File: src/rtl/wb_arb_pkg.sv
// Shared types, cycle-type constants and helpers for the Wishbone round-robin arbiter.
package wb_arb_pkg;

  typedef enum logic [1:0] {IDLE, OWN, ABORT} state_t;

  localparam logic [2:0] CTI_CLASSIC = 3'b000;
  localparam logic [2:0] CTI_INCR    = 3'b010;
  localparam logic [2:0] CTI_EOB     = 3'b111;

  // Index of the set bit; callers guarantee at most one bit is high.
  function automatic logic [2:0] onehot_to_idx(input logic [7:0] onehot);
    logic [2:0] idx;
    idx = '0;
    for (int i = 0; i < 8; i++) begin
      if (onehot[i]) idx = 3'(i);
    end
    return idx;
  endfunction

endpackage

File: src/rtl/wb_arb_rr_pick.sv
// Combinational round-robin picker: first requester above 'last', wrapping around.
module wb_arb_rr_pick #(
  parameter int NUM_MASTERS = 3
) (
  input  logic [NUM_MASTERS-1:0]         req,
  input  logic [$clog2(NUM_MASTERS)-1:0] last,
  output logic [NUM_MASTERS-1:0]         gnt,
  output logic                           valid
);

  always_comb begin
    int idx;
    idx   = 0;
    gnt   = '0;
    valid = 1'b0;
    for (int k = 1; k <= NUM_MASTERS; k++) begin
      idx = int'(last) + k;
      if (idx >= NUM_MASTERS) idx = idx - NUM_MASTERS;
      if (!valid && req[idx]) begin
        gnt[idx] = 1'b1;
        valid    = 1'b1;
      end
    end
  end

endmodule

File: src/rtl/wb_rr_arbiter.sv
// Round-robin Wishbone B3 arbiter: holds the slave for a whole cyc, with a
// watchdog that aborts unresponsive slave cycles with an err to the owner.
module wb_rr_arbiter
  import wb_arb_pkg::*;
#(
  parameter int NUM_MASTERS = 3,
  parameter int aw          = 32,
  parameter int dw          = 32,
  parameter int TIMEOUT     = 1024
) (
  input  logic                        wb_clk_i,
  input  logic                        wb_rst_i,
  input  logic [NUM_MASTERS*aw-1:0]   wbm_adr_i,
  input  logic [NUM_MASTERS*dw-1:0]   wbm_dat_i,
  input  logic [NUM_MASTERS*dw/8-1:0] wbm_sel_i,
  input  logic [NUM_MASTERS-1:0]      wbm_we_i,
  input  logic [NUM_MASTERS-1:0]      wbm_cyc_i,
  input  logic [NUM_MASTERS-1:0]      wbm_stb_i,
  input  logic [NUM_MASTERS*3-1:0]    wbm_cti_i,
  input  logic [NUM_MASTERS*2-1:0]    wbm_bte_i,
  output logic [dw-1:0]               wbm_dat_o,
  output logic [NUM_MASTERS-1:0]      wbm_ack_o,
  output logic [NUM_MASTERS-1:0]      wbm_err_o,
  output logic [NUM_MASTERS-1:0]      wbm_rty_o,
  output logic [aw-1:0]               wbs_adr_o,
  output logic [dw-1:0]               wbs_dat_o,
  output logic [dw/8-1:0]             wbs_sel_o,
  output logic                        wbs_we_o,
  output logic                        wbs_cyc_o,
  output logic                        wbs_stb_o,
  output logic [2:0]                  wbs_cti_o,
  output logic [1:0]                  wbs_bte_o,
  input  logic [dw-1:0]               wbs_dat_i,
  input  logic                        wbs_ack_i,
  input  logic                        wbs_err_i,
  input  logic                        wbs_rty_i,
  output logic [NUM_MASTERS-1:0]      grant_o
);

  localparam int LW = $clog2(NUM_MASTERS);
  localparam int CW = (TIMEOUT > 0) ? $clog2(TIMEOUT + 1) : 1;
  localparam int SW = dw / 8;

  state_t                 state_reg, state_next;
  logic [NUM_MASTERS-1:0] grant_reg, grant_next;
  logic [LW-1:0]          last_reg, last_next;
  logic [CW-1:0]          cnt_reg, cnt_next;
  logic                   err_pulse_reg, err_pulse_next;

  logic [NUM_MASTERS-1:0] pick_gnt;
  logic                   pick_valid;
  logic                   owner_cyc, owner_stb, own, resp_en, slave_resp;

  wb_arb_rr_pick #(.NUM_MASTERS(NUM_MASTERS)) u_pick (
    .req   (wbm_cyc_i),
    .last  (last_reg),
    .gnt   (pick_gnt),
    .valid (pick_valid)
  );

  // AND-OR mux of the owner's request; grant_reg is one-hot or zero.
  always_comb begin
    wbs_adr_o = '0;
    wbs_dat_o = '0;
    wbs_sel_o = '0;
    wbs_we_o  = 1'b0;
    wbs_cti_o = '0;
    wbs_bte_o = '0;
    for (int i = 0; i < NUM_MASTERS; i++) begin
      if (grant_reg[i]) begin
        wbs_adr_o = wbs_adr_o | wbm_adr_i[i*aw +: aw];
        wbs_dat_o = wbs_dat_o | wbm_dat_i[i*dw +: dw];
        wbs_sel_o = wbs_sel_o | wbm_sel_i[i*SW +: SW];
        wbs_we_o  = wbs_we_o  | wbm_we_i[i];
        wbs_cti_o = wbs_cti_o | wbm_cti_i[i*3 +: 3];
        wbs_bte_o = wbs_bte_o | wbm_bte_i[i*2 +: 2];
      end
    end
  end

  assign owner_cyc  = |(grant_reg & wbm_cyc_i);
  assign owner_stb  = |(grant_reg & wbm_stb_i);
  assign own        = (state_reg == OWN);
  assign wbs_cyc_o  = own & owner_cyc;
  assign wbs_stb_o  = own & owner_cyc & owner_stb;
  assign resp_en    = wbs_cyc_o;
  assign slave_resp = wbs_ack_i | wbs_err_i | wbs_rty_i;

  assign wbm_dat_o = wbs_dat_i;
  assign wbm_ack_o = grant_reg & {NUM_MASTERS{resp_en & wbs_ack_i}};
  assign wbm_rty_o = grant_reg & {NUM_MASTERS{resp_en & wbs_rty_i}};
  assign wbm_err_o = grant_reg & {NUM_MASTERS{(resp_en & wbs_err_i) |
                                              ((state_reg == ABORT) & err_pulse_reg)}};
  assign grant_o   = grant_reg;

  always_comb begin
    state_next     = state_reg;
    grant_next     = grant_reg;
    last_next      = last_reg;
    cnt_next       = cnt_reg;
    err_pulse_next = 1'b0;
    case (state_reg)
      IDLE: begin
        cnt_next = '0;
        if (pick_valid) begin
          state_next = OWN;
          grant_next = pick_gnt;
          last_next  = LW'(onehot_to_idx(8'(pick_gnt)));
        end
      end
      OWN: begin
        if (!owner_cyc) begin
          state_next = IDLE;
          grant_next = '0;
          cnt_next   = '0;
        end else if (!owner_stb || slave_resp) begin
          cnt_next = '0;
        end else if (TIMEOUT != 0) begin
          // A response in the final cycle is handled above, so it wins over the abort.
          if (cnt_reg == CW'(TIMEOUT - 1)) begin
            state_next     = ABORT;
            cnt_next       = CW'(TIMEOUT);
            err_pulse_next = 1'b1;
          end else begin
            cnt_next = cnt_reg + 1'b1;
          end
        end
      end
      ABORT: begin
        if (!owner_cyc) begin
          state_next = IDLE;
          grant_next = '0;
          cnt_next   = '0;
        end
      end
      default: begin
        state_next = IDLE;
        grant_next = '0;
        cnt_next   = '0;
      end
    endcase
  end

  always_ff @(posedge wb_clk_i) begin
    if (wb_rst_i) begin
      state_reg     <= IDLE;
      grant_reg     <= '0;
      last_reg      <= LW'(NUM_MASTERS - 1);
      cnt_reg       <= '0;
      err_pulse_reg <= 1'b0;
    end else begin
      state_reg     <= state_next;
      grant_reg     <= grant_next;
      last_reg      <= last_next;
      cnt_reg       <= cnt_next;
      err_pulse_reg <= err_pulse_next;
    end
  end

endmodule

File: config.mk
export PLATFORM = sky130hd
export DESIGN_NAME = wb_rr_arbiter
export DESIGN_NICKNAME = d
export VERILOG_FILES = /design/src/rtl/wb_arb_pkg.sv /design/src/rtl/wb_arb_rr_pick.sv /design/src/rtl/wb_rr_arbiter.sv
export SDC_FILE = /design/constraint.sdc
export NUM_CORES = 1
export LEC_CHECK = 0
export ABC_CLOCK_PERIOD_IN_PS = 5600
export BUFFER_PORTS_ARGS = -buffer_cell sky130_fd_sc_hd__buf_2
export CELL_PAD_IN_SITES_DETAIL_PLACEMENT = 0
export CELL_PAD_IN_SITES_GLOBAL_PLACEMENT = 1
export CORE_AREA = 2 2 148 150
export DETAILED_ROUTE_END_ITERATION = 7
export DIE_AREA = 0 0 150 152
export PLACE_DENSITY_LB_ADDON = 0.1
export SLEW_MARGIN = 20
export SYNTH_ARGS = -nofsm -noshare
export SYNTH_HDL_FRONTEND = slang
export SYNTH_HIERARCHICAL = 1
export SYNTH_SLANG_ARGS = --single-unit
File: constraint.sdc
create_clock -name wb_clk_i -period 5.6 [get_ports wb_clk_i]
set_input_delay 1.12 -clock wb_clk_i [delete_from_list [all_inputs] [get_ports wb_clk_i]]
set_output_delay 1.12 -clock wb_clk_i [all_outputs]
set_load 0.1 [all_outputs]
==> impl_results.md, run 1 <==
- Status: completed
- Syn-to-layout area delta: 61.2%
- R2R depth: 5
- Reg-to-reg endpoint: cnt_reg[7]
- CP bufs+invs: 3
- Critical-path top delay cell: nor2b_1
- 1st-iter DRT viols: ~480
- Multi-input logic area: 0.00171 mm^2
- WP data required: 4480 ps
- RSZ-0062 raised after global routing: false
- Grt ovf: 0
- Cell Area, Synth: 0.00277 mm^2
- Final Hold Violating Endpoints: 0
- Clock Pin Slew Worst Setup and Hold Paths: approximately 60 ps
- Vias/cell: 4.46
- Crit path largest cell delay: approximately 500 ps
- CP delay by family, top: buffers and inverters
- HPWL Detailed: 13700 um
- Area leader, netlist: a222oi_1
- Die ar.: between 0.02 and 0.025 mm^2
- Ys async rst share: 0%
- Fin crit share: about three quarters
- Worst Setup Slack, final: approximately 1500 ps
- Worst reg-to-reg setup slack: 2800 ps
- Diode count: 0
- Die X: 150 um
- Vert. Die Dim: 152 um
- Worst hold endpoint: cnt_reg[10]
- Worst slack at placement: 1450 ps
- Syn nets: between 600 and 700
- Static leakage: 2.78 nW
- Ranking of synthesized cells by area: a222oi_1 27%, dfxtp_1 14%, inv_1 11%, buf_4 8.7%, ha_1 4.1%
- Largest register FFs: 11
- Setup TNS: 0 ps
- Tot GR Track Use: 13.4%
- Max-Cap Viols: 0
- Layout net count: 917
- Fraction of layout cells with a size suffix above 1: between 50% and 60%
- Vias in the first global route: ~3900
- Max Used Layer: met5
- Unique masters post-synth: 53
- TritonCTS clock tree: done
- DR WL/cell: about 18 um
- Setup Crit Path Kind: input pin to primary output
- Remaining DRCs: 0
- Worst Skew: 6.09 ps
- Cells resized by post-CTS repair: 0
- First-pass GRT wire length: ~24000 um
- Cell area power density: 828 mW/mm^2
- Time the worst path needs with I/O delays and setup: 4110 ps
- Mean post-synth cell area: 7.33 um^2
- Post-synthesis sequential area ratio: 13.7%
- CTS Hold Bufs: 0
- Num ports: 385
- CTS root buf: clkbuf_16
- Primary FF master, synth: dfxtp_1
- Critical Path Stages: 7
- Most frequent cells in the layout: 320 x buf_2, 84 x inv_1, 76 x a222oi_1
- Cell Rows: 54
- Register area: 384 um^2
- Post-route ant nets: 0
- Total CTS buffers: 3
- Core Area: 0.0214 mm^2
- Relative max-transition margin: roughly two fifths
- H-tree lvl count: 1
- Crit path capture type: primary output
- Via Count: about 4100
- Synth Warn #: 6
- Hold path start: cnt_reg[10]
- Post-CTS Setup Inserts: 0
- Slew Viols, Final: 0
- RD Place Congestion: 0.921
- # fillers: between 2000 and 2500
- Post-Syn Instances: 378
- Setup Viol. Count Final: 0
- Fmax achieved: 244 MHz
- Cell mode on critical path: buf_2
- Yosys reg bits: 19
- Number of port buffers: 320
- CP cell instances: buf_2 > a222oi_1 > buf_4 > nor2b_1 > a22o_1 > and2_1 > buf_2
- Share of the synthesized area in the top cell type: 27.4%
- Pin count of the biggest net entering global routing: 81
- Clock sinks: 19
- Pre-antenna DRT Iters: 8
- Reg2reg start: grant_o[1]
- Max FO, Critical Path: 17
- Starting Density: between 10% and 20%
- CP Launch Type: input pin
- Most common cell after layout, fill and taps aside: buf_2
- Arr. time, crit path: 2990 ps
- Worst hold path class: flop to flop
- Slew @ Worst Pin: 922 ps
- EDFF count, synth: 0
- Initial antenna violation count: 1
- WL final: 16900 um
- VDD IR max: 0.000433 V
- Length of routed met2 wiring: 8510 um
- Clk buf depth: 2
- Clk_lat worst skew: 250 ps
- Hold path cells: 2
- Met1 wire length: 6470 um
- Met3 wire length: 1470 um
[worst register-to-register path, stage by stage, from the launching register on]
cell and delay (ps):
dfxtp_2 320, buf_4 660, a222oi_1 380, nor4_1 790, a22oi_1 360, a21oi_1 220
[synthesized netlist by cell type, drive strengths merged, types with 2 or more instances]
master	count
nor2b	7
buf	37
inv	84
a222oi	76
dfxtp	19
nand3	4
o21ai	11
or3	5
o211ai	3
a22oi	4
a21oi	7
clkbuf	27
o32ai	2
nand2b	2
ha	9
and2	4
nor3	2
o31ai	3
nand4b	2
a211oi	2
nor3b	2
o21a	2
xor2	4
a22o	4
nor2	16
mux2i	2
and3	8
o211a	3
nand2	9
and4	3
[cell families after synthesis]
logic type	count (synthesis)	synth area share, %
buffers and inverters	148	24.7
AOI/OAI and AO/OA	125	40.5
and+or+nand+nor	70	14.4
DFF	19	13.7
adders and majority gates	9	4.06
xor gates and xnor gates	4	1.26
muxes	3	1.26
[through the flow]
stage               instance area, um^2  total power, mW  hold WS, ps  utilization (%)  cells
floorplan                          2770             3.10          452                -    378
global placement                   4390             3.58          469             20.6    918
detailed placement                 4390             3.57          480             20.6    918
CTS                                4470             3.73          492             20.9    922
global route                       4470             3.86          505             20.9    922
finish                             4470             3.70          485             20.9    922
[power breakdown]
part / internal (mW) / total [mW] / switching [mW]
logic: 0.564 / 3.35 / 2.79
clock network: 0.0958 / 0.150 / 0.0537
registers: 0.155 / 0.201 / 0.0466
[worst max path at each step]
stage / from / to / slack, ps
floorplan: grant_o[1] / wbs_stb_o / 480
global placement: wbm_cyc_i[1] / wbm_err_o[1] / 1510
detailed placement: wbm_cyc_i[1] / wbm_err_o[1] / 1450
CTS: wbm_cyc_i[1] / wbm_err_o[1] / 1450
global route: wbm_cyc_i[1] / wbm_err_o[2] / 1350
finish: wbm_cyc_i[1] / wbm_err_o[1] / 1490
[cell type report]
class                   count  share of cell area (%)
flip-flops and latches     19                    8.60
clock inverters             1                   0.112
clock buffers               3                    1.68
inverters                  84                    7.06
well taps                 280                    7.84
multi-input cells         211                    38.2
repair buffers            324                    36.5
[layer usage]
layer	track usage (%)	up-vias
met2	24.3	201
li1	-	1956
met1	15.3	1932
met3	3.24	24
met4	3.73	2
met5	0	-
Power figures use the tool's default switching activity.
==> run 2, diff against run 1 <==
- ABC_CLOCK_PERIOD_IN_PS: 5600 -> 3500
- CORE_AREA: 2 2 148 150 -> 2 2 152 154
- DIE_AREA: 0 0 150 152 -> 0 0 154 156
- clock period: 5.6 -> 3.5 ns (I/O delays scaled with it)
==> run 2 against run 1 <==
- largest cell class unchanged
- total power grew 66%
- flip-flop and latch count is the same
- the flow now finishes with violations (design-rule violations)
- clock skew shrank 3.0 ps
- setup slack lost 1100 ps
- die area grew 5.4%
==> impl_results.md, run 2 (synthesis results as in run 1) <==
- Fmax achieved: between 300 and 400 MHz
- CTS root buf: clkbuf_16
- Time the worst path needs with I/O delays and setup: 3120 ps
- Clock Pin Slew Worst Setup and Hold Paths: ~60 ps
- # fillers: approximately 2600
- Slew Viols, Final: 0
- Setup Crit Path Kind: input pin to primary output
- Cell Rows: 55
- RD Place Congestion: 0.834
- Initial antenna violation count: 4
- H-tree lvl count: 1
- Design Area, Final: 0.00454 mm^2
- Post-CTS Setup Inserts: 0
- Max-Cap Viols: 0
- DP Area: ~0.0045 mm^2
- Worst Skew: 3.10 ps
- Max FO, Critical Path: 9
- Cells resized by post-CTS repair: 0
- Static leakage: around 2.8 nW
- Fin crit share: roughly nine tenths
- HPWL Detailed: 17600 um
- Total CTS buffers: 3
- Arr. time, crit path: 2420 ps
- Final Total Pwr: 6.14 mW
- Most frequent cells in the layout: 320 x buf_2, 84 x inv_1, 76 x a222oi_1
- Die ar.: 0.0240 mm^2
- Num ports: 385
- Tot GR Track Use: 15.6%
- Vias/cell: 4.56
- WL final: between 20000 and 25000 um
- Worst hold path class: flop to flop
- Grt peak-use layer: met2
- Pin count of the biggest net entering global routing: 81
- CP Launch Type: input pin
- VDD IR max: 0.000765 V
- Number of port buffers: 320
- Placed cell count: 927
- Met1 usage: between 10% and 20%
- Final Hold Violating Endpoints: 0
- Crit path capture type: primary output
- Worst slack at placement: 333 ps
- Pre-antenna DRT Iters: 8
- Setup Viol. Count Final: 0
- Core Area: around 0.022 mm^2
- Worst Setup Slack, final: 375 ps
- Syn-to-layout area delta: 63.7%
- Met2 Use GR: about a quarter
- DR WL/cell: around 22 um
- Slew @ Worst Pin: just over 900 ps
- Status: finished with violations
- Vias in the first global route: 4029
- Fin util: between 20% and 30%
- CTS Hold Bufs: 0
- Post-route ant nets: 0
- WP data required: between 2000 and 3000 ps
- Relative max-transition margin: 37.6%
- Via Count: 4262
- RSZ-0062 raised after global routing: false
- TritonCTS clock tree: done
- Clk buf depth: 2
- Remaining DRCs: 1
- First-pass GRT wire length: 27600 um
- Die X: 154 um
- Met3 Usage GRT: 10.4%
- Layout net count: 921
- Most common cell after layout, fill and taps aside: buf_2
- Largest register FFs: 11
- Non-filler cells, final: slightly above 900
- 1st-iter DRT viols: 655
- Starting Density: about 12%
- Grt ovf: 0
- Clock sinks: 19
- Failing checks: design-rule violations
- Fraction of layout cells with a size suffix above 1: 54.3%
- Cell area power density: 1350 mW/mm^2
- Clk_lat worst skew: 250 ps
- Vert. Die Dim: roughly 160 um
## run 2: worst max-delay path, stage by stage
cell	delay [ps]
buf_2	150
a222oi_1	580
nor2b_1	240
a22o_1	260
and2_2	190
buf_2	290
## run 2: path summary, 6_finish.rpt
path	cells after the start	start	slack, ps	end
setup / recovery	6	wbm_cyc_i[1]	380	wbm_err_o[1]
hold / removal	2	cnt_reg[10]	480	cnt_reg[10]
setup reg to reg	10	last_reg[1]	880	state_reg[0]
hold reg to reg	2	cnt_reg[10]	480	cnt_reg[10]
## run 2: power breakdown
group | internal (mW) | switching [mW]
sequential | 0.247 | 0.0199
combinational | 0.931 | 4.70
clock | 0.153 | 0.0861
## run 2: stage by stage
stage	hold WS, ps	setup TNS, ps
after floorplan	452	-231
after global placement	473	0
after detailed placement	483	0
after CTS	490	0
after global routing	510	0
final	483	0
## run 2: layout make-up
class | count | area, um^2 | share of cell area [%]
clock inverters | 1 | 5.00 | 0.110
flip-flops and latches | 19 | 384 | 8.46
multi-input cells | 211 | 1720 | 37.9
well taps | 285 | 357 | 7.86
clock buffers | 3 | 75.1 | 1.65
repair buffers | 328 | 1670 | 36.9
diodes | 3 | 7.51 | 0.165
inverters | 84 | 315 | 6.95
## run 2: routing by layer
| layer | part of all wire, % | up-vias |
|---|---|---|
| met1 | 39 | 2022 |
| met4 | 2.0 | 0 |
| li1 | - | 1972 |
| met2 | 43 | 240 |
| met3 | 16 | 28 |
| met5 | 0 | - |
==> run 3, diff against run 2 <==
- CTS_BUF_LIST: default -> sky130_fd_sc_hd__clkbuf_8
- TNS_END_PERCENT: default -> 20
==> run 3 against run 2 <==
- the flow now finishes without violations
- die area is the same
- core utilization shrank 0.20 points
- setup slack gained 110 ps
- clock skew shrank 1.2 ps
- flip-flop and latch count is the same
- global-route usage shrank 0.73 points
- critical path type unchanged
- largest power group unchanged
==> impl_results.md, run 3 (synthesis results as in run 1) <==
- Status: completed
- Fin Hold WS: 493 ps
- Core Area: 0.0224 mm^2
- Worst slack at placement: 485 ps
- Number of port buffers: 320
- H-tree lvl count: 1
- DR WL/cell: 21.6 um
- Remaining DRCs: 0
- Cells resized by post-CTS repair: 0
- Clk buf depth: 2
- Largest register FFs: 11
- First-pass GRT wire length: 26600 um
- Static leakage: ~2.8 nW
- CP Launch Type: input pin
- Arr. time, crit path: 2320 ps
- CP cell instances: buf_2 > a222oi_1 > buf_4 > nor2b_1 > a22o_1 > and2_2 > buf_2
- WP data required: 2800 ps
- VDD IR max: 0.000964 V
- Die X: 154 um
- DP Area: 0.00445 mm^2
- Most common cell after layout, fill and taps aside: buf_2
- Clock Pin Slew Worst Setup and Hold Paths: 70 ps
- Starting Density: 12.4%
- Vias in the first global route: 3917
- Fmax achieved: 331 MHz
- Clk_lat worst skew: ~250 ps
- RSZ-0062 raised after global routing: false
- Die ar.: around 0.024 mm^2
- Slew Viols, Final: 0
- TritonCTS clock tree: done
- Post-route ant nets: 0
- Worst hold path class: flop to flop
- Cell mode on critical path: buf_2
- Setup TNS: 0 ps
- Tot GR Track Use: 14.8%
- Layout net count: 920
- Pre-antenna DRT Iters: 7
- Final Total Pwr: 6.10 mW
- Via Count: 4212
- Vias/cell: between 4 and 5
- CP delay by family, top: buffers and inverters
- # fillers: around 2600
- Max-Cap Viols: 0
- Fin crit share: 86.2%
- Slew @ Worst Pin: 741 ps
- Final Hold Violating Endpoints: 0
- Total CTS buffers: 3
- Register area: 384 um^2
- RD Place Congestion: 0.849
- Non-filler cells, final: 931
- Fin util: 20.1%
- Max FO, Critical Path: 9
- Critical Path Stages: 7
- Pin count of the biggest net entering global routing: 82
- Clock sinks: 19
- Relative max-transition margin: around half
- Initial antenna violation count: 1
- Post-CTS Setup Inserts: 0
- Worst Setup Slack, final: between 400 and 500 ps
- Cell area power density: 1360 mW/mm^2
- Fraction of layout cells with a size suffix above 1: between 50% and 60%
- Time the worst path needs with I/O delays and setup: slightly above 3000 ps
- Crit path capture type: primary output
- Placed cell count: 926
- Most frequent cells in the layout: 320 x buf_2, 85 x inv_1, 76 x a222oi_1
- CTS root buf: clkbuf_8
- Worst Skew: 1.86 ps
- Setup Viol. Count Final: 0
- Critical-path top delay cell: buf_2
- Crit path largest cell delay: 420 ps
- Design Area, Final: 0.00449 mm^2
- CP bufs+invs: 3
- Vert. Die Dim: 156 um
- Syn-to-layout area delta: 62.1%
- Cell Rows: 55
- WL final: 20200 um
- Setup Crit Path Kind: input pin to primary output
- HPWL Detailed: ~17000 um
- R2R depth: 10
- 1st-iter DRT viols: between 600 and 700
- Grt ovf: 0
- Multi-input logic area: between 0.0015 and 0.002 mm^2
- CTS Hold Bufs: 0
- Hold path cells: 2
- Num ports: 385
[run 3: cell types whose count changed in the layout (fill, tap and decap cells not counted), moves of 2 or more]
cell / delta
clkbuf_16: -3
and3_1: +6
and3_2: -6
buf_4: -2
clkbuf_8: +3
and2_2: -2
and2_1: +2
diode_2: -2
[run 3: cell type report]
cell class / instances / area share [%]
diodes: 1 / 0.0557
clock buffers: 3 / 0.919
clock inverters: 1 / 0.0835
inverters: 84 / 7.02
multi-input cells: 211 / 38.1
flip-flops and latches: 19 / 8.55
well taps: 285 / 7.94
repair buffers: 327 / 37.4
[run 3: worst min-delay path, stage by stage (launching register included)]
cell,delay (ps)
dfxtp_1,330
o21ai_0,70
a21oi_1,60
[run 3: layer usage]
metal | up-vias | GRT usage [%] | share of wire (%)
met5 | - | 0 | 0.065
met4 | 2 | 2.27 | 1.2
met3 | 22 | 5.97 | 12
met2 | 259 | 23.7 | 45
met1 | 1963 | 19.1 | 41
li1 | 1966 | - | -
[run 3: path summary, 6_finish.rpt]
path                                    from           end  slack, ps
worst max-delay path            wbm_cyc_i[1]  wbm_err_o[0]        480
worst min-delay path             cnt_reg[10]   cnt_reg[10]        490
worst max register to register   last_reg[0]  state_reg[0]        730
worst min register to register   cnt_reg[10]   cnt_reg[10]        490
[run 3: report_power, final]
part	switching [mW]	leakage (nW)	internal, mW
sequential	0.0331	0.155	0.247
combinational	4.72	2.61	0.945
clock	0.0762	0.0269	0.0780
